[src/rtl/mode_state_machine.sv]
// Mode state machine: owns current_mode and runs the timed second, second-exit and third phases.
// Optional build macro SECOND_MODE_ONCE_EN limits second mode to one entry per reset.
`ifndef STAND_MODE
`define STAND_MODE 3'd0
`endif
`ifndef FIRST_MODE
`define FIRST_MODE 3'd1
`endif
`ifndef SECOND_MODE
`define SECOND_MODE 3'd2
`endif
`ifndef THIRD_MODE
`define THIRD_MODE 3'd3
`endif
`ifndef MODE_WIDTH
`define MODE_WIDTH 3
`endif

module mode_state_machine #(
  parameter int unsigned SECOND_SECONDS = 60,
  parameter int unsigned EXIT_SECONDS   = 60,
  parameter int unsigned THIRD_SECONDS  = 180,
  parameter int unsigned COUNT_WIDTH    = 8
) (
  input  logic                   clk,
  input  logic                   rst,
  input  logic                   tick_1hz,
  input  logic                   first_mode_toggle,
  input  logic                   second_mode_toggle,
  input  logic                   third_mode_toggle,
  input  logic                   standby_toggle,
  output logic [`MODE_WIDTH-1:0] current_mode,
  output logic [COUNT_WIDTH-1:0] seconds_left,
  output logic                   exit_pending,
  output logic                   second_used,
  output logic                   mode_changed
);

  localparam logic [COUNT_WIDTH-1:0] SECOND_LOAD = COUNT_WIDTH'(SECOND_SECONDS);
  localparam logic [COUNT_WIDTH-1:0] EXIT_LOAD   = COUNT_WIDTH'(EXIT_SECONDS);
  localparam logic [COUNT_WIDTH-1:0] THIRD_LOAD  = COUNT_WIDTH'(THIRD_SECONDS);
  localparam logic [COUNT_WIDTH-1:0] ONE         = COUNT_WIDTH'(1);

  typedef enum logic [`MODE_WIDTH-1:0] {
    ST_STAND  = `STAND_MODE,
    ST_FIRST  = `FIRST_MODE,
    ST_SECOND = `SECOND_MODE,
    ST_THIRD  = `THIRD_MODE
  } mode_e;

  mode_e                  mode_q, mode_d;
  logic [COUNT_WIDTH-1:0] secs_q, secs_d;
  logic                   exit_q, exit_d;
  logic                   used_q, used_d;
  logic                   changed_q, changed_d;
  logic                   second_ok;
  logic                   expire;
  logic                   dec;

`ifdef SECOND_MODE_ONCE_EN
  assign second_ok = ~used_q;
`else
  assign second_ok = 1'b1;
`endif

  assign expire = tick_1hz && (secs_q == ONE);
  assign dec    = tick_1hz && (secs_q != '0);

  // Next-state: highest-priority request that is legal in the current mode wins, else the timer runs
  always_comb begin
    mode_d = mode_q;
    secs_d = secs_q;
    exit_d = exit_q;
    used_d = used_q;
    case (mode_q)
      ST_STAND, ST_FIRST: begin
        secs_d = '0;
        exit_d = 1'b0;
        if (standby_toggle && mode_q == ST_FIRST) begin
          mode_d = ST_STAND;
        end else if (third_mode_toggle) begin
          mode_d = ST_THIRD;
          secs_d = THIRD_LOAD;
        end else if (second_mode_toggle && second_ok) begin
          mode_d = ST_SECOND;
          secs_d = SECOND_LOAD;
          used_d = 1'b1;
        end else if (first_mode_toggle && mode_q == ST_STAND) begin
          mode_d = ST_FIRST;
        end
      end
      ST_SECOND: begin
        if (standby_toggle && !exit_q) begin
          exit_d = 1'b1;
          secs_d = EXIT_LOAD;
        end else if (expire) begin
          mode_d = exit_q ? ST_STAND : ST_FIRST;
          exit_d = 1'b0;
          secs_d = '0;
        end else if (dec) begin
          secs_d = secs_q - ONE;
        end
      end
      ST_THIRD: begin
        exit_d = 1'b0;
        if (second_mode_toggle && second_ok) begin
          mode_d = ST_SECOND;
          secs_d = SECOND_LOAD;
          used_d = 1'b1;
        end else if (expire) begin
          mode_d = ST_STAND;
          secs_d = '0;
        end else if (dec) begin
          secs_d = secs_q - ONE;
        end
      end
      default: begin
        mode_d = ST_STAND;
        secs_d = '0;
        exit_d = 1'b0;
      end
    endcase
    changed_d = (mode_d != mode_q);
  end

  always_ff @(posedge clk) begin
    if (rst) begin
      mode_q    <= ST_STAND;
      secs_q    <= '0;
      exit_q    <= 1'b0;
      used_q    <= 1'b0;
      changed_q <= 1'b0;
    end else begin
      mode_q    <= mode_d;
      secs_q    <= secs_d;
      exit_q    <= exit_d;
      used_q    <= used_d;
      changed_q <= changed_d;
    end
  end

  assign current_mode = mode_q;
  assign seconds_left = secs_q;
  assign exit_pending = exit_q;
  assign second_used  = used_q;
  assign mode_changed = changed_q;

endmodule
[config.mk]
export PLATFORM = sky130hd
export DESIGN_NAME = mode_state_machine
export DESIGN_NICKNAME = d
export VERILOG_FILES = /design/src/rtl/mode_state_machine.sv
export SDC_FILE = /design/constraint.sdc
export NUM_CORES = 1
export LEC_CHECK = 0
export BUFFER_PORTS_ARGS = -buffer_cell sky130_fd_sc_hd__buf_2
export CAP_MARGIN = 20
export CORE_MARGIN = 2
export CORE_UTILIZATION = 45
export CTS_CLUSTER_DIAMETER = 80
export DETAILED_ROUTE_END_ITERATION = 10
export GPL_ROUTABILITY_DRIVEN = 0
export HOLD_SLACK_MARGIN = 0.02
export PLACE_DENSITY = 0.74
export SYNTH_ARGS = -nofsm -noshare
export SYNTH_HDL_FRONTEND = slang
export SYNTH_SLANG_ARGS = --single-unit
[constraint.sdc]
create_clock -name clk -period 1.9 [get_ports clk]
set_input_delay 0.19 -clock clk [delete_from_list [all_inputs] [get_ports clk]]
set_output_delay 0.19 -clock clk [all_outputs]
set_load 0.005 [all_outputs]
# Word level (Yosys, flattened, before mapping)
# Index checks and enable logic that the tools add are counted.
[word_totals] output_inout_bits=14 in_bits=7 regBits=14
[op_classes] n_bitwise=1 muxes=24 eq_ne=7 add_sub_neg=1 reduce_logical=13
[op_table] op="$mux W8" count=6
[op_table] op="$mux W3" count=8
[op_table] op="$pmux W8 S3" count=1
[op_table] op="$pmux W3 S3" count=1
[op_table] op="$eq A8 B1 Y1 const B" count=1
[op_table] op="$reduce_bool A8 Y1" count=1
[op_table] op="$sub A8 B1 Y8 const B" count=1
[op_table] op="$eq A3 B2 Y1 const B" count=2
[op_table] op="$mux W1" count=6
[op_table] op="$mux W6" count=1
[op_table] op="$logic_and A1 B1 Y1" count=5
[op_table] op="$ne A2 B2 Y1 const B" count=2
[op_table] op="$reduce_bool A2 Y1" count=2
[op_table] op="$reduce_or A2 Y1" count=2
[op_table] op="$eq A3 B1 Y1 const B" count=1
[op_table] op="$logic_not A3 Y1" count=1
[op_table] op="$ne A3 B3 Y1" count=1
[op_table] op="$reduce_and A3 Y1" count=1
[op_table] op="$pmux W1 S2" count=1
[op_table] op="$logic_not A1 Y1" count=1
[op_table] op="$not A1 Y1" count=1

# Logic depth before layout (Yosys ltp)
# Gate-level depths: netlist of the first run.
[logic_depth] ltp_word=8 ltp_mapped=6 mapped_depth_nobuf=6

# Least setup slack after synthesis of the first run
# Ideal clock, no wire load.
[synth_timing] kind="register to register" start="register secs_q[0], in the netlist seconds_left[0]" end="register secs_q[1], in the netlist seconds_left[1]" path_buffers=0 setup_ns=0.065 path_slack_ns=0.085 t_required_ns=1.835 arrival_time_ns=1.750 path_stages_with_launch=7 cell_sequence="dfxtp_1 inv_1 ha_1 or4b_4 o41ai_4 mux2_1 nor2_1"
[synth_via] elab_chain_cells=6 elab_cells_between_ends=10 classes_between="1 x add/sub; 1 x eq/ne; 5 x mux; 3 x reduce/logical"
[synth_lines] item="start: declaration" line_no="52" source="logic [COUNT_WIDTH-1:0] secs_q, secs_d;"
[synth_lines] item="start signal: assignment" line_no="135" source="secs_q <= secs_d;"
[synth_lines] item="parallel branches: the longest is 3 deep, another holds $sub A8 B1 Y8"
[synth_lines] item="$mux W8 (*)" line_no="110" source="end else if (expire) begin"
[synth_lines] item="$mux W8, on equally long branches" line_no="106, 93"
[synth_lines] item="$pmux W8 S3 (*)" line_no="75" source="case (mode_q)"
# Mark *: on every way between the ends.
# A chain may end at the register's enable or synchronous reset.

# Worst setup path after layout of the first run
[layout_timing] start="register secs_q[1], in the netlist seconds_left[1]" end="register secs_q[1], in the netlist seconds_left[1]"
# The elaborated chain is that of the path after synthesis.

==> results.json, run 1 <==
{
  "track_usage": 0.226,
  "power.switching_w": 0.000186,
  "grt_overflow": 0,
  "ys_top_cells_by_count": "14 x dfxtp_1, 11 x nor2_1, 6 x nand2_1",
  "fmax_ghz": 0.542,
  "diodes": 0,
  "num_rows": 16,
  "die_h_um": 49.7,
  "first_pass_iters": 4,
  "nNetsFinal": 152,
  "avgSynthCellArea_um2": 8.53,
  "synthTopCellsByArea": "dfxtp_1 30%, nor2_1 4.4%, ha_1 4.0%",
  "cts_max_path_buffers": 2,
  "design_area_mm2": 0.00118,
  "finalClockSkew_ps": 2.13,
  "setup_ws_ps": 56.2,
  "synth_compound_area_frac": 0.280,
  "ys_types": 46,
  "hold_path.class": "input pin to flop",
  "irDropWorstVdd_uv": 372,
  "ctsHoldBuffers": 0,
  "drv_cap": 0,
  "start_util": 0.478,
  "synth-xor-area-share": 0.0280,
  "synth_top_area_share": 0.299,
  "pwr-share-seq": 0.510,
  "yosysWarnings": 0,
  "area_growth_pct": 26.1,
  "io_buffers": 20,
  "synthMuxAreaShare": 0.0440,
  "syn_area_um2": 938,
  "max_slew.worst_pin.slew_ps": 556,
  "clk_latency_ps": 280,
  "async_flop_share": 0,
  "dp_cells": 159,
  "wl_per_cell_um": 15.5,
  "grt_max_degree": 11,
  "final_cells": 167,
  "synth-adder-area-share": 0.0400,
  "fin_crit_sh": 0.970,
  "via_per_inst": 6.18,
  "place_ws_ps": 4.17,
  "finalMaxSlewViolations": 0,
  "cp.arrival_ps": 2060,
  "grt_pass1_wl_um": 4230,
  "dp_hpwl_um": 1820,
  "dpl_cell_area_mm2": 0.00110,
  "synth.ff_latch_count": 14,
  "switching_share": 0.297,
  "grt_antenna_before_repair": 0,
  "endpoint_kind": "flop",
  "clockRootBuffer": "clkbuf_4",
  "numCtsBuffers": 3,
  "leakagePower_nw": 0.501,
  "met1_usage": 0.298,
  "worst-setup-path-type": "flop to flop",
  "synth_edf_count": 0,
  "hold_viol_final": 0,
  "pwr-share-clk": 0.280,
  "rsz0062_at_grt": "no",
  "drtAntennaViolNets": 0,
  "grt_pass1_vias": 920,
  "startpoint_type": "flop",
  "io_pins": 21,
  "die-width_um": 49.7,
  "fin_crit_ps": 1840,
  "status": "complete, no violations",
  "route.detailed.drc": 0,
  "synth_most_common_cell": "dfxtp_1",
  "synth_top_family_by_area": "compound AO/OA/AOI/OAI gates",
  "ys.flop_type": "dfxtp_1",
  "coreArea_mm2": 0.00196,
  "synthSimpleGateAreaFrac": 0.267,
  "required_ps": 2110,
  "combPwrFrac": 0.210,
  "p_int_w": 0.000440,
  "drt-initial-drc-count": 38,
  "crit_fanout": 2,
  "p_per_area_mw_per_mm2": 528,
  "syn-num-nets": 120,
  "cts_tree": "yes",
  "wirelength_um": 2590,
  "ys_seq_area_frac": 0.299,
  "vias": 1032,
  "cts.sinks": 14,
  "busiest_layer": "met2",
  "use_met2": 0.338,
  "slew_headroom": 0.628,
  "power.total_w": 0.000625,
  "drive_gt1_frac": 0.343,
  "clk_pin_slew_ps": 80,
  "synth_top_area_cell": "dfxtp_1",
  "synthCells": 110,
  "use_met3": 0.0515,
  "setup_tns_ps": 0,
  "setup_viol": 0,
  "dieArea_mm2": 0.00247,
  "ctsHtreeMaxLevel": 1
}
==> critical path, stage by stage, from the launching register on <==
cell,delay (ps)
dfxtp_2,340
inv_2,60
ha_2,180
or4b_4,490
o41ai_4,270
mux2_4,340
nor2_2,100
==> final timing paths <==
kind	start	endpoint	slack, ps	cells past startpoint
worst max-delay path	seconds_left[1]	seconds_left[1]	60	6
worst min-delay path	rst	second_used	180	2
worst max register to register	seconds_left[1]	seconds_left[1]	60	6
worst min register to register	second_used	second_used	470	2
==> power groups by stage <==
stage | Sequential, W | Clock, W | Combinational, W
final | 0.000319 | 0.000175 | 0.000132
after global routing | 0.000321 | 0.000197 | 0.000144
after CTS | 0.000318 | 0.000174 | 0.000128
after detailed placement | 0.000325 | 0 | 0.000119
after global placement | 0.000324 | 0 | 0.000118
after floorplan | 0.000320 | 0 | 0.0000824
==> area by class of cell <==
cell class,count,area (µm²)
well taps,27,33.8
repair buffers,31,186
fillers,192,778
inverters,5,18.8
clock buffers,3,22.5
flip-flops and latches,14,283
multi-input cells,87,639
==> through the flow <==
stage | utilization | hold WS [ps]
6_report | 0.603 | 184
5_1_grt | 0.603 | 187
4_1_cts | 0.597 | 183
3_5_place_dp | 0.561 | 457
3_3_place_gp | 0.561 | 446
2_1_floorplan | - | 342
==> routing by layer <==
metal / share of wire / routed length [µm]
met1: 0.42 / 1080
met2: 0.48 / 1230
met3: 0.095 / 245
met4: 0.012 / 30
met5: 0 / 0
==> placed cells by master, fill, tap and decap left out, drive strengths merged, types with 2 or more instances in the layout <==
cell type  netlist  final
o21ai            5      5
ha               3      3
nor3             3      3
nor2b            2      2
clkbuf           3      3
a31oi            3      3
o21bai           2      2
inv              5      5
o211ai           2      2
nand2            6      6
mux2i            3      3
xnor2            2      2
dfxtp           14     14
o22ai            3      3
a311oi           2      2
buf              1     31
nor2            11     11
nand2b           2      2
nand3            4      4
nor4b            3      3
nor4             2      2
a211o            4      4
a21oi            4      4
a21boi           2      2
==> sequential cells by signal, indices dropped and copies added, names as in the netlist <==
name,flops
exit_pending,1
second_used,1
mode_changed,1
current_mode,3
seconds_left,8
==> kinds of logic (layout without fill, tap and decap cells) <==
family                   after synthesis  in the layout
flip-flops                            14             14
AO/OA/AOI/OAI                         34             34
buffers and inverters                  9             39
other                                  1              1
XOR/XNOR                               3              3
multiplexers                           4              4
AND/OR/NAND/NOR                       42             42
adder cells (fa/ha/maj)                3              3
==> timing repair <==
action	4_1_cts	5_1_grt
pin swaps	2	1
gates resized for setup	6	3
endpoints found under the setup margin	1	4
buffers inserted	5	0
Power figures use the tool's default switching activity.
==> run 2, diff against run 1 <==
- CORE_UTILIZATION: 45 -> 47
- PLACE_DENSITY: 0.74 -> 0.77
==> results.json, run 2 (synthesis gave the netlist of run 1 again) <==
{
  "cts.sinks": 14,
  "cts_tree": "yes",
  "r2r_slack_ps": 80,
  "die_h_um": 48.7,
  "layout_commonest_cell": "buf_2",
  "required_ps": 2110,
  "fin_crit_ps": 1820,
  "drive_gt1_frac": 0.316,
  "drtAntennaViolNets": 0,
  "diodes": 0,
  "clk_latency_ps": 300,
  "setup_viol": 0,
  "slowest_stage": "or4b_4",
  "area_growth_pct": 24.3,
  "numCtsBuffers": 3,
  "grt_antenna_before_repair": 0,
  "grt_pass1_vias": 918,
  "worst-setup-path-type": "flop to flop",
  "num_rows": 16,
  "finalMaxSlewViolations": 0,
  "grt_pass1_wl_um": 4000,
  "io_buffers": 20,
  "track_usage": 0.215,
  "grt_overflow": 0,
  "endpoint_kind": "flop",
  "wl_per_cell_um": 14.8,
  "start_util": 0.488,
  "die-width_um": 48.7,
  "power.total_w": 0.000668,
  "drt-initial-drc-count": 30,
  "fill_cells": 181,
  "coreArea_mm2": 0.00192,
  "nNetsFinal": 147,
  "slew_headroom": 0.608,
  "irDropWorstVdd_uv": 372,
  "design_area_mm2": 0.00117,
  "hold_viol_final": 0,
  "status": "complete, no violations",
  "cp_slowest_stage_delay_ps": 470,
  "finalClockSkew_ps": 15.8,
  "clk_pin_slew_ps": 100,
  "vias": 979,
  "clockRootBuffer": "clkbuf_4",
  "rsz0062_at_grt": "no",
  "crit_chain": "inv_4 -> ha_4 -> or4b_4 -> o41ai_4 -> mux2_4 -> nor2_1",
  "ctsHoldBuffers": 0,
  "ctsHtreeMaxLevel": 1,
  "first_pass_iters": 4,
  "dieArea_mm2": 0.00237,
  "cp.arrival_ps": 2030,
  "leakagePower_nw": 0.493,
  "dp_hpwl_um": 1770,
  "startpoint_type": "flop",
  "io_pins": 21,
  "cts_max_path_buffers": 2,
  "dpl_cell_area_mm2": 0.00108,
  "via_per_inst": 6.01,
  "hold_path.class": "input pin to flop",
  "p_per_area_mw_per_mm2": 573,
  "drv_cap": 0,
  "max_slew.worst_pin.slew_ps": 586,
  "fin_crit_sh": 0.958,
  "wirelength_um": 2410,
  "largest_register_ffs": 8,
  "layout_common_cells": "20 x buf_2, 12 x dfxtp_1, 11 x nor2_1",
  "crit_fanout": 4,
  "grt_max_degree": 14,
  "fmax_ghz": 0.549,
  "route.detailed.drc": 0
}
run 2: changes by cell type in the layout (fill, tap and decap cells not counted):
cell      before  now
ha_4           0    1
clkbuf_8       0    1
ha_2           1    0
buf_6          1    0
inv_4          0    1
inv_2          2    1
nor2_1        10   11
nor2_2         1    0
buf_4         10    6
run 2: per-layer routing:
| layer | vias up | global-route usage | share of wire |
|---|---|---|---|
| li1 | 473 | - | - |
| met1 | 454 | 0.263 | 0.44 |
| met2 | 46 | 0.338 | 0.46 |
| met3 | 6 | 0.0741 | 0.077 |
| met4 | 0 | 0.100 | 0.019 |
| met5 | - | 0 | 0 |
run 2: where the power goes:
part           internal [W]  switching (W)
combinational     0.0000601      0.0000652
sequential         0.000303      0.0000150
clock              0.000117       0.000108
run 2: what timing repair did:
action                                  in CTS  in global routing
endpoints found under the setup margin       1                  2
resized for setup                            8                  1
pin swaps                                    1                  1
gates cloned                                 0                  0
buffers inserted                             2                  0
run 2: layout make-up:
type / count / area (µm²) / area share
clock buffer: 4 / 36.3 / 0.0311
inverter: 5 / 21.3 / 0.0182
multi-input combinational: 87 / 647 / 0.555
sequential: 14 / 283 / 0.242
tap: 27 / 33.8 / 0.0290
timing repair buffer: 26 / 145 / 0.124
run 2: worst paths after layout:
check | start | to | cells after the start
min reg2reg | second_used | second_used | 2
max reg2reg | seconds_left[1] | seconds_left[1] | 6
max | seconds_left[1] | seconds_left[1] | 6
min | rst | mode_changed | 2
run 2: worst max-delay path, delay by kind of cell, from the launching register on:
kind                     cells  cell delay (ps)
AND/OR/NAND/NOR              2              570
adder cells (fa/ha/maj)      1              130
multiplexers                 1              330
buffers and inverters        1               80
AO/OA/AOI/OAI                1              300
flip-flops                   1              340
run 2: stage by stage:
| step | util | cells | setup slack, ps | setup TNS [ps] | hold slack [ps] |
|---|---|---|---|---|---|
| floorplan | - | 110 | 84.8 | 0 | 342 |
| global placement | 0.564 | 157 | 76.0 | 0 | 447 |
| detailed placement | 0.564 | 157 | -41.6 | -41.6 | 458 |
| CTS | 0.602 | 163 | 7.88 | 0 | 175 |
| global route | 0.607 | 163 | 0.628 | 0 | 174 |
| finish | 0.607 | 163 | 79.0 | 0 | 180 |
